`src/rtl/stitch_pipeline_elastic_if.sv`:
```
// Handshake bundle for the elastic stitched pipeline.
// master: the environment (drives in_valid/in_data/flush, consumes with out_ready).
// slave : the pipeline (drives in_ready, out_valid/out_data and occupancy).
//   in_valid/in_ready/in_data : upstream valid/ready transfer
//   flush                     : drop every in-flight word at the next edge
//   out_valid/out_ready/out_data : downstream valid/ready transfer
//   occupancy                 : number of ranks currently holding a word
interface stitch_pipeline_elastic_if #(
  parameter int unsigned DATA_W     = 32,
  parameter int unsigned NUM_STAGES = 2
);
  localparam int unsigned OCC_W = $clog2(NUM_STAGES + 1);

  logic              in_valid;
  logic              in_ready;
  logic [DATA_W-1:0] in_data;
  logic              flush;
  logic              out_valid;
  logic              out_ready;
  logic [DATA_W-1:0] out_data;
  logic [OCC_W-1:0]  occupancy;

  modport master (
    output in_valid, in_data, flush, out_ready,
    input  in_ready, out_valid, out_data, occupancy
  );

  modport slave (
    input  in_valid, in_data, flush, out_ready,
    output in_ready, out_valid, out_data, occupancy
  );
endinterface

```
`src/rtl/stitch_pipeline_elastic.sv`:
```
// Elastic stitched pipeline shell: NUM_STAGES register ranks move a DATA_W
// payload from input to output with a valid flag per rank, valid/ready
// backpressure, bubble collapse, synchronous flush and occupancy reporting.
// Ports:
//   clk  : rising-edge clock
//   rst  : synchronous active-high reset
//   bus  : stitch_pipeline_elastic_if.slave (in/out handshakes, flush, occupancy)
module stitch_pipeline_elastic #(
  parameter int unsigned       DATA_W     = 32,
  parameter int unsigned       NUM_STAGES = 2,
  parameter logic [DATA_W-1:0] RESET_DATA = '0
) (
  input  logic                          clk,
  input  logic                          rst,
  stitch_pipeline_elastic_if.slave      bus
);
  localparam int unsigned OCC_W = $clog2(NUM_STAGES + 1);

  // Rank state: index 1 is nearest the input, NUM_STAGES drives the output.
  logic [NUM_STAGES:1] valid_q;
  logic [DATA_W-1:0]   data_q [1:NUM_STAGES];
  logic [OCC_W-1:0]    occ_q;

  // Per-rank advance enables and the source each rank loads from.
  logic [NUM_STAGES:1]   adv;
  logic [NUM_STAGES-1:0] src_valid;
  logic [DATA_W-1:0]     src_data [0:NUM_STAGES-1];

  logic in_ready_c;
  logic in_xfer;
  logic out_xfer;

  // Advance chain: a rank may move when it is empty or its successor moves,
  // so bubbles anywhere in the pipe are squeezed out under backpressure.
  always_comb begin
    adv = '0;
    adv[NUM_STAGES] = !valid_q[NUM_STAGES] || bus.out_ready;
    for (int i = int'(NUM_STAGES) - 1; i >= 1; i--) begin
      adv[i] = !valid_q[i] || adv[i+1];
    end
  end

  // Source of each rank: rank 0 is the input port, rank i feeds rank i+1.
  always_comb begin
    src_valid    = '0;
    src_valid[0] = bus.in_valid;
    src_data[0]  = bus.in_data;
    for (int i = 1; i < int'(NUM_STAGES); i++) begin
      src_valid[i] = valid_q[i];
      src_data[i]  = data_q[i];
    end
  end

  // Flush and reset both block the input so a word is never half-accepted.
  always_comb begin
    in_ready_c = adv[1] && !bus.flush && !rst;
    in_xfer    = bus.in_valid && in_ready_c;
    out_xfer   = valid_q[NUM_STAGES] && bus.out_ready;
  end

  // Rank registers. Data only loads with a valid word, so bubbles keep stale
  // data; flush clears valids but leaves data untouched.
  always_ff @(posedge clk) begin
    if (rst) begin
      valid_q <= '0;
      for (int i = 1; i <= int'(NUM_STAGES); i++) begin
        data_q[i] <= RESET_DATA;
      end
    end else if (bus.flush) begin
      valid_q <= '0;
    end else begin
      for (int i = 1; i <= int'(NUM_STAGES); i++) begin
        if (adv[i]) begin
          valid_q[i] <= src_valid[i-1];
          if (src_valid[i-1]) begin
            data_q[i] <= src_data[i-1];
          end
        end
      end
    end
  end

  // Occupancy counter tracks popcount(valid_q) from the transfer events.
  always_ff @(posedge clk) begin
    if (rst || bus.flush) begin
      occ_q <= '0;
    end else begin
      case ({in_xfer, out_xfer})
        2'b10:   occ_q <= occ_q + OCC_W'(1);
        2'b01:   occ_q <= occ_q - OCC_W'(1);
        default: occ_q <= occ_q;
      endcase
    end
  end

  assign bus.in_ready  = in_ready_c;
  assign bus.out_valid = valid_q[NUM_STAGES];
  assign bus.out_data  = data_q[NUM_STAGES];
  assign bus.occupancy = occ_q;

endmodule

```
`src/flat_wrapper.sv`:
```
// flat-port wrapper written by rule: the top's interface ports become plain ports
module stitch_pipeline_elastic_flat 
#(
  parameter int unsigned       DATA_W     = 32,
  parameter int unsigned       NUM_STAGES = 2,
  parameter logic [DATA_W-1:0] RESET_DATA = '0
)
  (clk, rst, bus_in_valid, bus_in_data, bus_flush, bus_out_ready, bus_in_ready, bus_out_valid, bus_out_data, bus_occupancy);
  stitch_pipeline_elastic_if #(.DATA_W(DATA_W), .NUM_STAGES(NUM_STAGES)) bus_i ();
  input  logic clk;
  input  logic rst;
  input wire logic [$bits(bus_i.in_valid)-1:0] bus_in_valid;
  input wire logic [$bits(bus_i.in_data)-1:0] bus_in_data;
  input wire logic [$bits(bus_i.flush)-1:0] bus_flush;
  input wire logic [$bits(bus_i.out_ready)-1:0] bus_out_ready;
  output wire logic [$bits(bus_i.in_ready)-1:0] bus_in_ready;
  output wire logic [$bits(bus_i.out_valid)-1:0] bus_out_valid;
  output wire logic [$bits(bus_i.out_data)-1:0] bus_out_data;
  output wire logic [$bits(bus_i.occupancy)-1:0] bus_occupancy;
  assign bus_i.in_valid = bus_in_valid;
  assign bus_i.in_data = bus_in_data;
  assign bus_i.flush = bus_flush;
  assign bus_i.out_ready = bus_out_ready;
  assign bus_in_ready = bus_i.in_ready;
  assign bus_out_valid = bus_i.out_valid;
  assign bus_out_data = bus_i.out_data;
  assign bus_occupancy = bus_i.occupancy;
  stitch_pipeline_elastic #(.DATA_W(DATA_W), .NUM_STAGES(NUM_STAGES), .RESET_DATA(RESET_DATA)) u_core (.clk(clk), .rst(rst), .bus(bus_i));
endmodule
```
`config.mk`:
```
export PLATFORM = sky130hd
export DESIGN_NAME = stitch_pipeline_elastic_flat
export DESIGN_NICKNAME = d
export VERILOG_FILES = /design/src/rtl/stitch_pipeline_elastic_if.sv /design/src/rtl/stitch_pipeline_elastic.sv /design/src/flat_wrapper.sv
export SDC_FILE = /design/constraint.sdc
export NUM_CORES = 1
export LEC_CHECK = 0
export ABC_AREA = 1
export CELL_PAD_IN_SITES_DETAIL_PLACEMENT = 2
export CELL_PAD_IN_SITES_GLOBAL_PLACEMENT = 2
export CORE_ASPECT_RATIO = 1.2
export CORE_MARGIN = 2
export CORE_UTILIZATION = 28
export DETAILED_ROUTE_END_ITERATION = 10
export PLACE_DENSITY_LB_ADDON = 0.1
export SYNTH_ARGS = -nofsm -noshare
export SYNTH_HDL_FRONTEND = slang
export SYNTH_SLANG_ARGS = --single-unit
```
`constraint.sdc`:
```
create_clock -name clk -period 4.05 [get_ports clk]
set_input_delay 0.6075 -clock clk [delete_from_list [all_inputs] [get_ports clk]]
set_output_delay 0.6075 -clock clk [all_outputs]
set_load 0.005 [all_outputs]
```
# Word-level counts from Yosys, hierarchy flattened
# Memories as Yosys holds them, arrays and structs flattened.
# Index checks and enable logic that the tools add are counted.
# classes
n_addsub	2
eq_ne	2
mux	15
bitwise	2
reduce_logical	13
# ops
operator	count
$mux W32	2
$mux W1	12
$logic_and A1 B1 Y1	4
$logic_not A1 Y1	4
$pmux W2 S2	1
$logic_or A1 B1 Y1	3
$add A2 B1 Y2 const B	1
$eq A2 B1 Y1 const B	1
$eq A2 B2 Y1 const B	1
$or A1 B1 Y1	2
$reduce_bool A2 Y1	1
$reduce_or A2 Y1	1
$sub A2 B1 Y2 const B	1
# word_totals
regBits	4
ram_bits	64
in_bits	37
out_inout_bits	36
wordCells	38
n_memories	1
# memory_table
name	words	width	read_ports	rd_clocked_by_memory_dff	write_ports	line	rtl
u_core.data_q	2	32	2	0	2	stitch_pipeline_elastic.sv:21	logic [DATA_W-1:0] data_q [1:NUM_STAGES];

# Longest topological paths before layout
# logic_depth
ltp_word	8
mapped_depth	12
mapped_depth_nobuf	11

# Worst setup path after synthesis
# No wires, ideal clock.
# synth_timing
path_kind	input-to-reg
start	input port bus_out_ready
end	memory u_core.data_q[1][0], enable pin
arrival_time_ns	3.098
t_required_ns	3.584
setup_slack_ns	0.487
path_stages	4
path_cell_list	nor2_2 > nand2_2 > nand2_1 > o21ai_0
# synth_rtl
item	line	rtl
start, declared	flat_wrapper.sv:15	input wire logic [$bits(bus_i.out_ready)-1:0] bus_out_ready;
end, declared	stitch_pipeline_elastic.sv:21	

# Worst setup path in the final report
# layout_timing
start	input port bus_flush
end	output port bus_in_ready
# layout_between
elab_chain_cells	3
# layout_lines
item	line	rtl
start, declared	flat_wrapper.sv:14	input wire logic [$bits(bus_i.flush)-1:0] bus_flush;
$logic_not A1 Y1	stitch_pipeline_elastic.sv:56	in_ready_c = adv[1] && !bus.flush && !rst;
$logic_and A1 B1 Y1 (2 in series)	stitch_pipeline_elastic.sv:56	
end, declared	flat_wrapper.sv:16	output wire logic [$bits(bus_i.in_ready)-1:0] bus_in_ready;
# No other way between the ends.

==> impl_results.md <==
* Max-Cap Viols at 0
* Final slew viol count at 0
* Drt drc at 0
* Min-delay worst type: reg -> reg
* DR pass1 iterations at 4
* Die area at 0.0109 sq mm
* Mapped Cells at 235
* Ant. Diodes at 0
* Slowest CP cell: clkdlybuf4s50_1
* Max Root-Sink Buffers at 2
* Routed wire length at 5.87 mm
* Run status: complete, no violations
* Vias at 1,784
* Critical Path Start Type: primary input
* Utilization after layout at 0.402
* Clock sinks at 68
* Post-CTS setup buffer count at 0
* Clock buffer count from CTS at 9
* WHS at 0.531 ns
* Die W at 95.8 microns
* Ys Warns at 0
* PostCTS Resize Cnt at 0
* Final WS setup at 1.40 ns
* Initial Util at 0.286
* First-pass GRT wire length at 9.38 mm
* Crit path arrival time at 2.04 ns
* Pwr per Cell Area at 442 mW/mm^2
* Nets at 351
* Vias per inst at 4.02
* Library cells used by synthesis at 16
* Core area at 0.00991 sq mm
* Final hold vios at 0
* H-Tree Depth at 3
* Height of the die at 114 microns
* I/O pin cnt at 73
* CTS tree: yes
* CP max stage delay at 0.54 ns
* Kind of critical path: in -> out
* Netlist Area Pre-Place at 0.00283 sq mm
* Grt total ovfl at 0
* CP Capture Type: output pin
* Crit-path cells: clkdlybuf4s50_1, nor2_4, nand2_1, inv_1, clkdlybuf4s50_1
* Clock root buffer: clkbuf_16
* # fillers at 1,039
* P_leak at 1.61 nW
* Sequential area share after synthesis at 0.707
* Worst Skew at 0.00598 ns
* Clock Pin Slew Worst Setup and Hold Paths at 0.06 ns
* Pre-CTS setup slack at 1.04 ns
* Gr usage total at 0.120
* Footprint of the multi-input gates at 495 sq um
* RSZ-0062 raised after global routing: false
* Antenna viol nets, final at 0
* Fmax at 0.377 GHz
* Initial antenna violation count at 0
* WL/cell at 13.2 microns
* Synth Register Bits at 68
* Critical Path Most Common Cell: clkdlybuf4s50_1
* DP Cell Count at 428
* Synthesized net count at 273
* Final std cells w/o fill at 444
* Port Buffers at 72
* Syn_area_per_cell at 12.1 sq um
* Crit share post-route at 0.654
* Layout cells sized above 1 at 0.154
* Initial DRC count at 37
* Worst-path fanout max at 6
* Clk Latency, worst-skew pair at 0.33 ns
* Largest net degree at the start of global routing at 34
* CTS Hold Bufs at 0
* Vias in the first global route at 1,963
* Max_slew headroom at 0.283
* Register area at 0.00200 sq mm
* Worst slew pin tran at 1.07 ns
* Finish-stage setup viols at 0
* Area Overhead vs Synth at 40.7%
* Dpl hpwl at 3.92 mm
* Worst Path Buf+Inv at 3
* Setup_tns at 0 ns
* Top delay family on crit path: buffers and inverters
* Minimum clock period after layout at 2.65 ns
* VDD IR max at 0.190 mV
* Core Rows at 40
* GPL Wtd Cong at 0.674
* WP data required at 3.44 ns
==> layout make-up <==
| class | count | area share |
|---|---|---|
| flip-flops and latches | 68 | 0.502 |
| well taps | 126 | 0.0396 |
| repair buffers | 73 | 0.186 |
| inverters | 75 | 0.0706 |
| clock inverters | 6 | 0.0198 |
| multi-input cells | 86 | 0.124 |
| clock buffers | 10 | 0.0575 |
==> sequential cells by signal (all words and copies together), names as in the netlist <==
signal and flops:
u_core.data_q 64, u_core.bus.occupancy 2, u_core.valid_q 2
==> stage by stage <==
stage,total power [W],cell area [sq um]
after floorplan,0.000880,2830
after global placement,0.000959,3680
after detailed placement,0.000964,3680
after CTS,0.00179,3990
after global routing,0.00184,3990
final,0.00176,3990
==> cells in the mapped netlist, drive strengths merged <==
cell    number  area share
nand2        8       0.011
ha           1      0.0044
o31ai        1      0.0027
edfxtp      64        0.68
dfxtp        4       0.028
a21oi        3      0.0053
inv         75       0.099
buf          6       0.028
o21ai        2      0.0035
nor2        68        0.12
nand3        3       0.014
==> where the power goes <==
group          leakage (nW)  total [W]  internal (W)  switching (W)
Combinational         0.748   0.000130     0.0000698      0.0000599
Clock                 0.145   0.000817      0.000532       0.000284
Sequential            0.713   0.000816      0.000805      0.0000108
==> cells in the final DEF (no fill, tap or decap), drive strengths merged, types with 3 or more instances in the layout <==
cell type	instances
a21oi	3
clkbuf	10
clkdlybuf4s50	72
clkinv	3
dfxtp	4
edfxtp	64
inv	75
nand2	8
nand3	3
nor2	68
==> metal layers <==
metal	GRT usage	wire, microns	vias up
met3	0.0349	264	10
met4	0.0657	134	0
met5	0	0	-
met2	0.210	3200	47
li1	-	-	864
met1	0.128	2260	863
==> worst reg2reg max path, cell delays in order (launching register included) <==
cell and delay, ns:
dfxtp_1 0.33, inv_1 0.07, nor2_2 0.06, nand2_2 0.11
nand3_4 0.48, ha_1 0.56, inv_1 0.05, nand3_1 0.11
nand2_1 0.06, nand2_1 0.05, nor2_1 0.04
==> final timing paths <==
path                           startpoint                      end  slack [ns]  cells past startpoint
setup / recovery                bus_flush             bus_in_ready        1.40                      5
hold / removal    u_core.bus.occupancy[0]  u_core.bus.occupancy[0]        0.53                      2
setup reg to reg        u_core.valid_q[2]  u_core.bus.occupancy[1]        2.03                     10
hold reg to reg   u_core.bus.occupancy[0]  u_core.bus.occupancy[0]        0.53                      2
==> logic make-up after synthesis <==
group	after synthesis	share of synthesized area
buffers and inverters	81	0.127
AND/OR/NAND/NOR	79	0.150
flip-flops	68	0.707
AO/OA/AOI/OAI	6	0.0115
adder cells (fa/ha/maj)	1	0.00442
Power figures use the tool's default switching activity.
